===== config.mk =====
export PLATFORM = sky130hd
export DESIGN_NAME = mem_req_queue
export DESIGN_NICKNAME = d
export VERILOG_FILES = /design/src/rtl/mem_req_pkg.sv /design/src/rtl/mem_req_fifo.sv /design/src/rtl/mem_req_queue.sv
export SDC_FILE = /design/constraint.sdc
export NUM_CORES = 1
export LEC_CHECK = 0
export ABC_AREA = 1
export BUFFER_PORTS_ARGS = -buffer_cell sky130_fd_sc_hd__buf_2
export CORE_UTILIZATION = 45
export CTS_CLUSTER_DIAMETER = 120
export CTS_CLUSTER_SIZE = 30
export DETAILED_ROUTE_END_ITERATION = 16
export GPL_TIMING_DRIVEN = 0
export PLACE_DENSITY = 0.69
export SETUP_SLACK_MARGIN = 0.05
export SYNTH_ARGS = -nofsm -noshare
export SYNTH_HDL_FRONTEND = slang
export SYNTH_SLANG_ARGS = --single-unit

===== constraint.sdc =====
create_clock -name clk -period 2.4 [get_ports clk]
set_input_delay 0.24 -clock clk [delete_from_list [all_inputs] [get_ports clk]]
set_output_delay 0.24 -clock clk [all_outputs]
set_load 0.01 [all_outputs]

===== src/rtl/mem_req_pkg.sv =====
// Shared types for the memory request queue: FSM states, the buffered request
// record and the address/data widths of the memory-system interface.
package mem_req_pkg;

  localparam int ADDR_W = 16;
  localparam int DATA_W = 16;

  typedef enum logic [1:0] {
    IDLE  = 2'd0,
    ISSUE = 2'd1,
    RESP  = 2'd2
  } state_e;

  typedef struct packed {
    logic              wr;
    logic [ADDR_W-1:0] addr;
    logic [DATA_W-1:0] data;
  } mem_req_t;

  localparam int REQ_W = $bits(mem_req_t);

  // Halfword accesses must be even-aligned; odd addresses never reach memory.
  function automatic logic is_misaligned(input mem_req_t r);
    return r.addr[0];
  endfunction

endpackage


===== src/rtl/mem_req_fifo.sv =====
// Request FIFO: registered write, combinational head, occupancy counter with
// one extra bit so that full and empty are distinguishable.
module mem_req_fifo
  import mem_req_pkg::*;
#(
  parameter int DEPTH = 4
) (
  input  logic                   clk,
  input  logic                   rst,
  input  logic                   push,
  input  mem_req_t               push_req,
  input  logic                   pop,
  output mem_req_t               head,
  output logic [$clog2(DEPTH):0] count,
  output logic                   full,
  output logic                   empty
);

  localparam int PTR_W = $clog2(DEPTH);
  localparam int CNT_W = PTR_W + 1;

  mem_req_t         mem_q [DEPTH];
  logic [PTR_W-1:0] wr_ptr;
  logic [PTR_W-1:0] rd_ptr;
  logic             do_push;
  logic             do_pop;

  assign full    = (count == CNT_W'(DEPTH));
  assign empty   = (count == '0);
  // Full blocks a push even when a pop happens in the same cycle.
  assign do_push = push && !full;
  assign do_pop  = pop && !empty;
  assign head    = mem_q[rd_ptr];

  always_ff @(posedge clk or negedge rst) begin
    if (!rst) begin
      wr_ptr <= '0;
      rd_ptr <= '0;
      count  <= '0;
    end else begin
      if (do_push) wr_ptr <= wr_ptr + PTR_W'(1);
      if (do_pop)  rd_ptr <= rd_ptr + PTR_W'(1);
      case ({do_push, do_pop})
        2'b10:   count <= count + CNT_W'(1);
        2'b01:   count <= count - CNT_W'(1);
        default: count <= count;
      endcase
    end
  end

  always_ff @(posedge clk) begin
    if (do_push) mem_q[wr_ptr] <= push_req;
  end

endmodule


===== src/rtl/mem_req_queue.sv =====
// Memory request front-end: queues load/store requests, issues them one at a
// time to the memory system, and returns responses with a valid/ready handshake.
module mem_req_queue
  import mem_req_pkg::*;
#(
  parameter int DEPTH = 4,
  parameter int HITW  = 16
) (
  input  logic                   clk,
  input  logic                   rst,
  input  logic                   req_valid,
  output logic                   req_ready,
  input  logic                   req_wr,
  input  logic [ADDR_W-1:0]      req_addr,
  input  logic [DATA_W-1:0]      req_data,
  output logic                   rsp_valid,
  input  logic                   rsp_ready,
  output logic [DATA_W-1:0]      rsp_data,
  output logic                   rsp_wr,
  output logic                   rsp_hit,
  output logic                   rsp_err,
  output logic                   mem_rd,
  output logic                   mem_wr,
  output logic [ADDR_W-1:0]      mem_addr,
  output logic [DATA_W-1:0]      mem_data_in,
  input  logic [DATA_W-1:0]      mem_data_out,
  input  logic                   mem_done,
  input  logic                   mem_cache_hit,
  input  logic                   mem_err,
  output logic [$clog2(DEPTH):0] count,
  output logic [HITW-1:0]        hit_cnt
);

  function automatic logic [HITW-1:0] sat_inc(input logic [HITW-1:0] v);
    return (&v) ? v : v + HITW'(1);
  endfunction

  state_e             state;
  state_e             state_nxt;
  mem_req_t           push_req;
  mem_req_t           head;
  logic               fifo_full;
  logic               fifo_empty;
  logic               pop;
  logic               load_rsp;
  logic [DATA_W-1:0]  rsp_data_nxt;
  logic               rsp_wr_nxt;
  logic               rsp_hit_nxt;
  logic               rsp_err_nxt;
  logic               hit_inc;
  logic               issuing;

  assign push_req = '{wr: req_wr, addr: req_addr, data: req_data};

  mem_req_fifo #(
    .DEPTH (DEPTH)
  ) u_fifo (
    .clk      (clk),
    .rst      (rst),
    .push     (req_valid),
    .push_req (push_req),
    .pop      (pop),
    .head     (head),
    .count    (count),
    .full     (fifo_full),
    .empty    (fifo_empty)
  );

  assign req_ready = !fifo_full;
  assign rsp_valid = (state == RESP);

  // Strobes decode from the state register so they drop the cycle after Done.
  assign issuing     = (state == ISSUE);
  assign mem_rd      = issuing && !head.wr;
  assign mem_wr      = issuing && head.wr;
  assign mem_addr    = issuing ? head.addr : '0;
  assign mem_data_in = issuing ? head.data : '0;
  assign hit_inc     = issuing && mem_done && mem_cache_hit;

  always_comb begin
    state_nxt    = state;
    pop          = 1'b0;
    load_rsp     = 1'b0;
    rsp_data_nxt = '0;
    rsp_wr_nxt   = head.wr;
    rsp_hit_nxt  = 1'b0;
    rsp_err_nxt  = 1'b0;
    unique case (state)
      IDLE: begin
        if (!fifo_empty) begin
          if (is_misaligned(head)) begin
            load_rsp    = 1'b1;
            rsp_err_nxt = 1'b1;
            pop         = 1'b1;
            state_nxt   = RESP;
          end else begin
            state_nxt = ISSUE;
          end
        end
      end
      ISSUE: begin
        if (mem_done || mem_err) begin
          load_rsp     = 1'b1;
          rsp_data_nxt = head.wr ? '0 : mem_data_out;
          rsp_hit_nxt  = mem_cache_hit && mem_done;
          rsp_err_nxt  = mem_err;
          pop          = 1'b1;
          state_nxt    = RESP;
        end
      end
      RESP: begin
        if (rsp_ready) state_nxt = IDLE;
      end
      default: state_nxt = IDLE;
    endcase
  end

  always_ff @(posedge clk or negedge rst) begin
    if (!rst) begin
      state    <= IDLE;
      rsp_data <= '0;
      rsp_wr   <= 1'b0;
      rsp_hit  <= 1'b0;
      rsp_err  <= 1'b0;
      hit_cnt  <= '0;
    end else begin
      state <= state_nxt;
      if (load_rsp) begin
        rsp_data <= rsp_data_nxt;
        rsp_wr   <= rsp_wr_nxt;
        rsp_hit  <= rsp_hit_nxt;
        rsp_err  <= rsp_err_nxt;
      end
      if (hit_inc) hit_cnt <= sat_inc(hit_cnt);
    end
  end

endmodule


==> results of run 1 <==
cells in the final DEF, fill, tap and decap left out, types with 3 or more instances in the layout:
cell type | Yosys | routed
sky130_fd_sc_hd__nand3_1 | 32 | 32
sky130_fd_sc_hd__inv_6 | 0 | 6
sky130_fd_sc_hd__clkbuf_1 | 12 | 6
sky130_fd_sc_hd__clkbuf_4 | 0 | 6
sky130_fd_sc_hd__clkinvlp_4 | 0 | 4
sky130_fd_sc_hd__edfxtp_1 | 132 | 132
sky130_fd_sc_hd__xnor2_1 | 8 | 8
sky130_fd_sc_hd__nand4_1 | 5 | 5
sky130_fd_sc_hd__dfrtp_1 | 44 | 43
sky130_fd_sc_hd__a21oi_1 | 35 | 34
sky130_fd_sc_hd__clkbuf_2 | 0 | 6
sky130_fd_sc_hd__clkbuf_16 | 0 | 17
sky130_fd_sc_hd__buf_4 | 0 | 5
sky130_fd_sc_hd__nor2_4 | 2 | 6
sky130_fd_sc_hd__inv_2 | 6 | 5
sky130_fd_sc_hd__xor2_1 | 5 | 5
sky130_fd_sc_hd__ha_1 | 6 | 6
sky130_fd_sc_hd__nor2_1 | 149 | 145
sky130_fd_sc_hd__buf_1 | 3 | 3
sky130_fd_sc_hd__nand2_2 | 4 | 5
sky130_fd_sc_hd__inv_1 | 23 | 23
sky130_fd_sc_hd__o21ai_0 | 68 | 67
sky130_fd_sc_hd__nand2_1 | 121 | 120
sky130_fd_sc_hd__buf_6 | 4 | 4
sky130_fd_sc_hd__buf_2 | 11 | 134
final cells by class:
type / instances / area, um2 / area share
timing repair buffer: 138 / 778 / 0.0859
tap: 216 / 270 / 0.0298
clock buffer: 17 / 425 / 0.0469
multi-input combinational: 446 / 2120 / 0.233
clock inverter: 15 / 109 / 0.0120
buffer: 30 / 179 / 0.0197
sequential: 176 / 5070 / 0.559
inverter: 30 / 118 / 0.0130
antenna: 1 / 2.50 / 0.000276
per-layer routing:
layer,vias to the layer above,global-route usage,wire [um]
met5,-,0,0
met4,0,0.0684,170
met3,17,0.0480,1050
met2,171,0.323,7730
met1,2484,0.255,7360
li1,2620,-,-
sequential cells by signal, indices dropped and copies added, names as in the netlist:
register and cells:
u_fifo.mem_q 132, hit_cnt 16, rsp_data 16, u_fifo.count 3, state 2, u_fifo.rd_ptr 2
u_fifo.wr_ptr 2, rsp_err 1, rsp_hit 1, rsp_wr 1
cells by family (layout without fill, tap and decap cells):
| family | count (synthesis) | count (layout) | synth area share |
|---|---|---|---|
| simple gates | 321 | 321 | 0.180 |
| xor+xnor | 13 | 13 | 0.0154 |
| buf+inv | 60 | 230 | 0.0366 |
| other cells | 0 | 1 | 0 |
| flops | 176 | 176 | 0.684 |
| fa+ha+maj | 7 | 7 | 0.0128 |
| compound gates | 105 | 105 | 0.0714 |
final timing paths:
kind | end | slack [ps] | depth (start not counted) | startpoint
worst max register to register | u_fifo.count[2] | 180 | 13 | u_fifo.rd_ptr[1]
worst min register to register | rsp_data[1] | 470 | 2 | rsp_data[1]
worst min-delay path | hit_cnt[10] | -30 | 1 | rst
min in group clk | u_fifo.mem_q[1][4] | 20 | 1 | req_data[4]
worst max-delay path | u_fifo.count[2] | 180 | 13 | u_fifo.rd_ptr[1]
max in group asynchronous | u_fifo.rd_ptr[0] | 1750 | 1 | rst
where the power goes:
part           total, W  leakage (nW)  internal [W]  switching, W
combinational   0.00377          1.77       0.00130       0.00248
clock           0.00250         0.252       0.00133       0.00117
sequential      0.00426          1.79       0.00402      0.000238
metrics by stage:
step / instances / setup TNS, ps / setup slack [ps] / instance area (um2) / utilization
final: 1069 / 0 / 179 / 9060 / 0.566
after global routing: 1068 / 0 / 13.9 / 9060 / 0.566
after CTS: 1063 / 0 / 32.3 / 8990 / 0.562
after detailed placement: 1031 / 0 / 34.1 / 8450 / 0.528
after global placement: 1027 / -183920 / -1480 / 8320 / 0.520
after floorplan: 682 / -35160 / -266 / 7410 / -
timing repair:
action	CTS	global route
setup buffers	0	5
pin swaps	0	2
gates resized for setup	2	21
endpoints found under the setup margin	3	27
worst max-delay path: cells and delay by family (launching register included):
| kind | cells | cell delay (ps) |
|---|---|---|
| buf+inv | 4 | 420 |
| xor+xnor | 1 | 140 |
| fa+ha+maj | 2 | 510 |
| flops | 1 | 320 |
| simple gates | 4 | 460 |
| compound gates | 2 | 240 |
==> run summary, run 1 <==
==================================================================================================
Run status .......................................................................... finished with violations
Violated checks ..................................................................... negative hold slack
Standby leakage power ...............................................................      3.81 nW
Tightest slew margin relative to the limit ..........................................        0.344
Arrival @ worst endpoint ............................................................      2520 ps
Hold/Removal Path Class ............................................................. input port to asynchronous set/reset pin
CTS H-Tree Depth ....................................................................            4
Post-DP HPWL ........................................................................     10600 um
Final-layout worst hold slack .......................................................     -26.1 ps
Die span in x .......................................................................       130 um
Net count, final ....................................................................          902
Cell repeated most along the worst path ............................................. sky130_fd_sc_hd__inv_1
Critical path launch point type .....................................................    flip-flop
Ys flop type ........................................................................ sky130_fd_sc_hd__edfxtp_1
Via/cell ratio ......................................................................         4.95
Worst clock skew ....................................................................      5.79 ps
Clock tree from TritonCTS ...........................................................        built
Kind of critical path ............................................................... flip-flop to flip-flop
Number of buffers created by CTS ....................................................           17
Drc violations ......................................................................            0
Via count ...........................................................................         5292
Average wire per standard cell ......................................................      15.3 um
Detail Route Antenna Nets ...........................................................            0
Overall power consumption ...........................................................     0.0105 W
Chip Height .........................................................................       130 um
Highest fanout seen on the critical path ............................................            8
Most used standard cell by instance count after synthesis ........................... sky130_fd_sc_hd__nor2_1
Number of antenna violations at the first check in global routing ...................            1
DR iter-0 viols .....................................................................          301
Mapped Nets .........................................................................          745
Ys Warns ............................................................................            0
Clock Root Buffer ................................................................... sky130_fd_sc_hd__clkbuf_16
Detailed Routing Iterations Pass 1 ..................................................            4
Max-Cap Viols .......................................................................            0
Part of the cycle the worst path needs ..............................................        0.926
Post-synth top area cell ............................................................ sky130_fd_sc_hd__edfxtp_1
Capturing element type of the critical path .........................................    flip-flop
RSZ-0062 raised after global routing ................................................         true
Final number of setup-violating endpoints ...........................................            0
Residual overflow from global routing ...............................................            0
Endpoints failing hold ..............................................................           44
Cell breakdown of the critical path ................................................. clkbuf_4, inv_2, nand3_1, nand3_4, nand2_4, nand2_1, inv_1, ha_1, inv_1, fa_1, a21oi_1, o21ai_1, xor2_1
PD cells ............................................................................  1160 nW/um2
Area growth from synthesis to layout ................................................        22.3%
Final Max Slew Viols ................................................................            0
Maximum clock frequency .............................................................      450 MHz
Initial core utilization ............................................................        0.463
Minimum clock period ................................................................      2220 ps
FF+latch count, synth ...............................................................          176
Weighted congestion reported at the end of routability-driven placement .............        0.763
Io pins .............................................................................          130
Number of flops mapped to enable cells by yosys .....................................          132
First-pass GRT wire length ..........................................................     24600 um
Total number of placement rows ......................................................           46
Synthesized area per cell ...........................................................     10.9 um2
Library cells used by synthesis .....................................................           28
Worst EP required ...................................................................      2700 ps
Netlist area before placement .......................................................     7410 um2
Ys async rst share ..................................................................        0.250
Hold buffers post-CTS ...............................................................            0
Layout cell share with drive strength beyond 1 ......................................        0.254
Layout filler cell count ............................................................         1379
Tightest Pin Transition .............................................................       984 ps
Number of global-route vias before repair ...........................................         4831
Total wire length ...................................................................     16300 um
Longest individual stage delay on the worst path ....................................       380 ps
IR drop worst, VDD ..................................................................     0.562 mV
Insertion delay to the later sink of the worst-skew pair ............................       420 ps
Ranking of synthesized cells by instance count ...................................... sky130_fd_sc_hd__nor2_1, sky130_fd_sc_hd__edfxtp_1, sky130_fd_sc_hd__nand2_1, sky130_fd_sc_hd__o21ai_0, sky130_fd_sc_hd__dfrtp_1
Area share of the largest cell type after synthesis .................................        0.535
Main area contributors after synthesis .............................................. sky130_fd_sc_hd__edfxtp_1, sky130_fd_sc_hd__dfrtp_1, sky130_fd_sc_hd__nor2_1
Clock transition time at the flip-flop clock pins of the worst setup and hold paths .        70 ps
Total track usage ...................................................................        0.197
Sequential fraction of the synthesis area ...........................................        0.684
Max Root-Sink Buffers ...............................................................            2
Area of the core ....................................................................    16000 um2
Maximum number of pins on one net before global-route repair ........................           45
Synthesized instance count ..........................................................          682
Number of input and output port buffers inserted ....................................          129
Sinks on Clock Net ..................................................................          176
Die Footprint .......................................................................    17000 um2
Highest-delay cell along the critical path .......................................... sky130_fd_sc_hd__fa_1
==================================================================================================
Power figures use the tool's default switching activity.
==> run 2: changes to the inputs <==
- CELL_PAD_IN_SITES_DETAIL_PLACEMENT: not set -> 1
- CELL_PAD_IN_SITES_GLOBAL_PLACEMENT: not set -> 2
- CORE_UTILIZATION: 45 -> 32
- PLACE_DENSITY: 0.69 -> not set
- PLACE_DENSITY_LB_ADDON: not set -> 0.1
- SETUP_SLACK_MARGIN: 0.05 -> not set
==> run summary, run 2 (synthesis results as in run 1) <==
==================================================================================================
Largest registers ................................................................... u_fifo.mem_q (132), hit_cnt (16), rsp_data (16)
Capturing element type of the critical path ......................................... primary output
Final-layout worst hold slack .......................................................      14.2 ps   +40.3 ps
Run status .......................................................................... finished clean
Worst Reg2Reg Path Length in Cells ..................................................           14   +1
Clock transition time at the flip-flop clock pins of the worst setup and hold paths .        80 ps   about the same
Worst clock skew ....................................................................      14.2 ps   +8.45 ps
Die Footprint .......................................................................    23800 um2   +40%
Layout filler cell count ............................................................         2525   +83%
Register-to-register path setup slack ...............................................       190 ps   about the same
Kind of critical path ............................................................... flip-flop to primary output
CTS H-Tree Depth ....................................................................            4   unchanged
Maximum clock frequency .............................................................      430 MHz   -4.4%
Final number of setup-violating endpoints ...........................................            0   unchanged
Average wire per standard cell ......................................................      18.3 um   +20%
Max Root-Sink Buffers ...............................................................            2   unchanged
PD cells ............................................................................  1200 nW/um2   +3.2%
Via count ...........................................................................         5475   +3.5%
Footprint of the multi-input gates ..................................................     2120 um2   +0.12%
Leading cell type in the layout, fill and taps excluded ............................. sky130_fd_sc_hd__nor2_1
Worst setup margin ..................................................................      76.7 ps   -102 ps
Arrival @ worst endpoint ............................................................      2080 ps   -440 ps
Instance area after placement .......................................................     8540 um2   +1.1%
Most flops, register ................................................................ u_fifo.mem_q
Minimum clock period ................................................................      2320 ps   +102 ps
Tightest Pin Transition .............................................................      1090 ps   +111 ps
Accumulated negative setup slack ....................................................         0 ps   unchanged
Number of antenna violations at the first check in global routing ...................            2   +1
Endpoints failing hold ..............................................................            0   -100%
Drc violations ......................................................................            0   unchanged
First-pass GRT wire length ..........................................................     33000 um   +34%
Longest individual stage delay on the worst path ....................................       450 ps   +70 ps
Total track usage ...................................................................        0.186   -0.0107
Worst setup slack after placement ...................................................      -125 ps   -159 ps
Standby leakage power ...............................................................      3.88 nW   +1.7%
Switch share ........................................................................        0.382   +0.0136
Highest-delay cell along the critical path .......................................... sky130_fd_sc_hd__dfrtp_2
Sinks on Clock Net ..................................................................          176   unchanged
Most frequent cells in the layout ................................................... sky130_fd_sc_hd__nor2_1, sky130_fd_sc_hd__buf_2, sky130_fd_sc_hd__edfxtp_1, sky130_fd_sc_hd__nand2_1, sky130_fd_sc_hd__o21ai_0
Number of input and output port buffers inserted ....................................          129   unchanged
Critical path launch point type .....................................................    flip-flop
Cell breakdown of the critical path ................................................. inv_4, clkbuf_1, o21ai_0, a21oi_1, buf_2
Net count, final ....................................................................          904   +0.22%
Initial core utilization ............................................................        0.327   -0.136
Clock share of power ................................................................        0.255   +0.018
Weighted congestion reported at the end of routability-driven placement .............        0.744   -2.5%
Area of the core ....................................................................    22600 um2   +42%
Part of the cycle the worst path needs ..............................................        0.968   +0.0425
Max-Cap Viols .......................................................................            0   unchanged
Highest fanout seen on the critical path ............................................           10   +2
Worst reg2reg startpoint ............................................................ u_fifo.rd_ptr[0]
Worst flop-to-flop path endpoint .................................................... u_fifo.count[2]
Area growth from synthesis to layout ................................................        24.8%
Total wire length ...................................................................     20900 um   +28%
Post-DP HPWL ........................................................................     13900 um   +32%
Switching power summed over all nets ................................................    0.00424 W   +9.2%
Tightest slew margin relative to the limit ..........................................        0.270   -0.0739
Number of global-route vias before repair ...........................................         5921   +23%
Proportion of power drawn by flip-flops and latches .................................        0.386   -0.018
Layout cell share with drive strength beyond 1 ......................................        0.261   +0.00760
IR drop worst, VDD ..................................................................     0.456 mV   -19%
Residual overflow from global routing ...............................................            0   unchanged
Chip Height .........................................................................       154 um   +18%
Number of buffers created by CTS ....................................................           17   unchanged
Final Max Slew Viols ................................................................            0   unchanged
Worst EP required ...................................................................      2160 ps   -540 ps
Design Area, Final ..................................................................     9250 um2   +2.0%
Finished Core Util ..................................................................        0.408   -0.158
Io pins .............................................................................          130   unchanged
Via/cell ratio ......................................................................         4.80   -3.0%
Combinational power share ...........................................................        0.359   about the same
Die span in x .......................................................................       154 um   +18%
RSZ-0062 raised after global routing ................................................         true
Insertion delay to the later sink of the worst-skew pair ............................       440 ps   +20 ps
Detailed Routing Iterations Pass 1 ..................................................            4   unchanged
DR iter-0 viols .....................................................................          162   -46%
Detail Route Antenna Nets ...........................................................            0   unchanged
Seq. cell area ......................................................................     5070 um2   unchanged
Clock Root Buffer ................................................................... sky130_fd_sc_hd__clkbuf_16
Largest register FFs ................................................................          132   unchanged
Hold/Removal Path Class ............................................................. input port to asynchronous set/reset pin
Total number of placement rows ......................................................           55   +20%
Launch point of the worst path ...................................................... u_fifo.rd_ptr[0]
Internal power consumption ..........................................................    0.00685 W   +3.1%
Maximum number of pins on one net before global-route repair ........................           45   unchanged
Clock tree from TritonCTS ...........................................................        built
==================================================================================================
==> run 2: power by group through the flow <==
stage / registers [W] / clock network [W] / logic [W]
after floorplan: 0.00441 / 0 / 0.00217
after global placement: 0.00435 / 0 / 0.00362
after detailed placement: 0.00434 / 0 / 0.00390
after CTS: 0.00428 / 0.00290 / 0.00395
after global routing: 0.00435 / 0.00301 / 0.00450
final: 0.00428 / 0.00282 / 0.00398
==> run 2: area by class of cell <==
| class | instances | share of cell area |
|---|---|---|
| sequential | 176 | 0.548 |
| multi-input combinational | 446 | 0.229 |
| timing repair buffer | 140 | 0.0869 |
| clock buffer | 18 | 0.0464 |
| tap | 285 | 0.0386 |
| buffer | 30 | 0.0202 |
| clock inverter | 14 | 0.0180 |
| inverter | 30 | 0.0127 |
| antenna | 1 | 0.000271 |
==> run 2: worst max-delay path, delay by kind of cell (launching register included) <==
| family | cells | cell delay [ps] |
|---|---|---|
| AO/OA/AOI/OAI | 2 | 490 |
| buffers and inverters | 3 | 730 |
| flip-flops | 1 | 450 |
==> run 2: metrics by stage <==
| step | cells | power, W |
|---|---|---|
| floorplan | 682 | 0.00658 |
| global placement | 1096 | 0.00797 |
| detailed placement | 1100 | 0.00825 |
| CTS | 1133 | 0.0111 |
| global route | 1139 | 0.0119 |
| finish | 1140 | 0.0111 |
==> run 2: timing repair <==
action                                 4_1_cts  5_1_grt
endpoints found under the hold margin        4        0
setup endpoints to repair                   12       21
hold buffers                                 1        0
gates resized for setup                     10       18
setup buffers                                0        6
pin swaps                                    0        3
==> run 2: per-layer routing <==
| metal | GRT usage | up-vias | routed length, um |
|---|---|---|---|
| li1 | - | 2625 | - |
| met1 | 0.236 | 2702 | 9660 |
| met2 | 0.321 | 125 | 10200 |
| met3 | 0.0330 | 21 | 754 |
| met4 | 0.0605 | 2 | 274 |
| met5 | 0 | - | 8 |
==> run 2: worst max path at each step <==
stage | endpoint | slack, ps | cells past startpoint
floorplan | u_fifo.mem_q[0][0] | -270 | 4
global placement | u_fifo.mem_q[1][30] | -1690 | 4
detailed placement | u_fifo.count[2] | -130 | 9
CTS | u_fifo.count[2] | -40 | 13
global route | mem_data_in[15] | -20 | 5
finish | mem_data_in[15] | 80 | 5
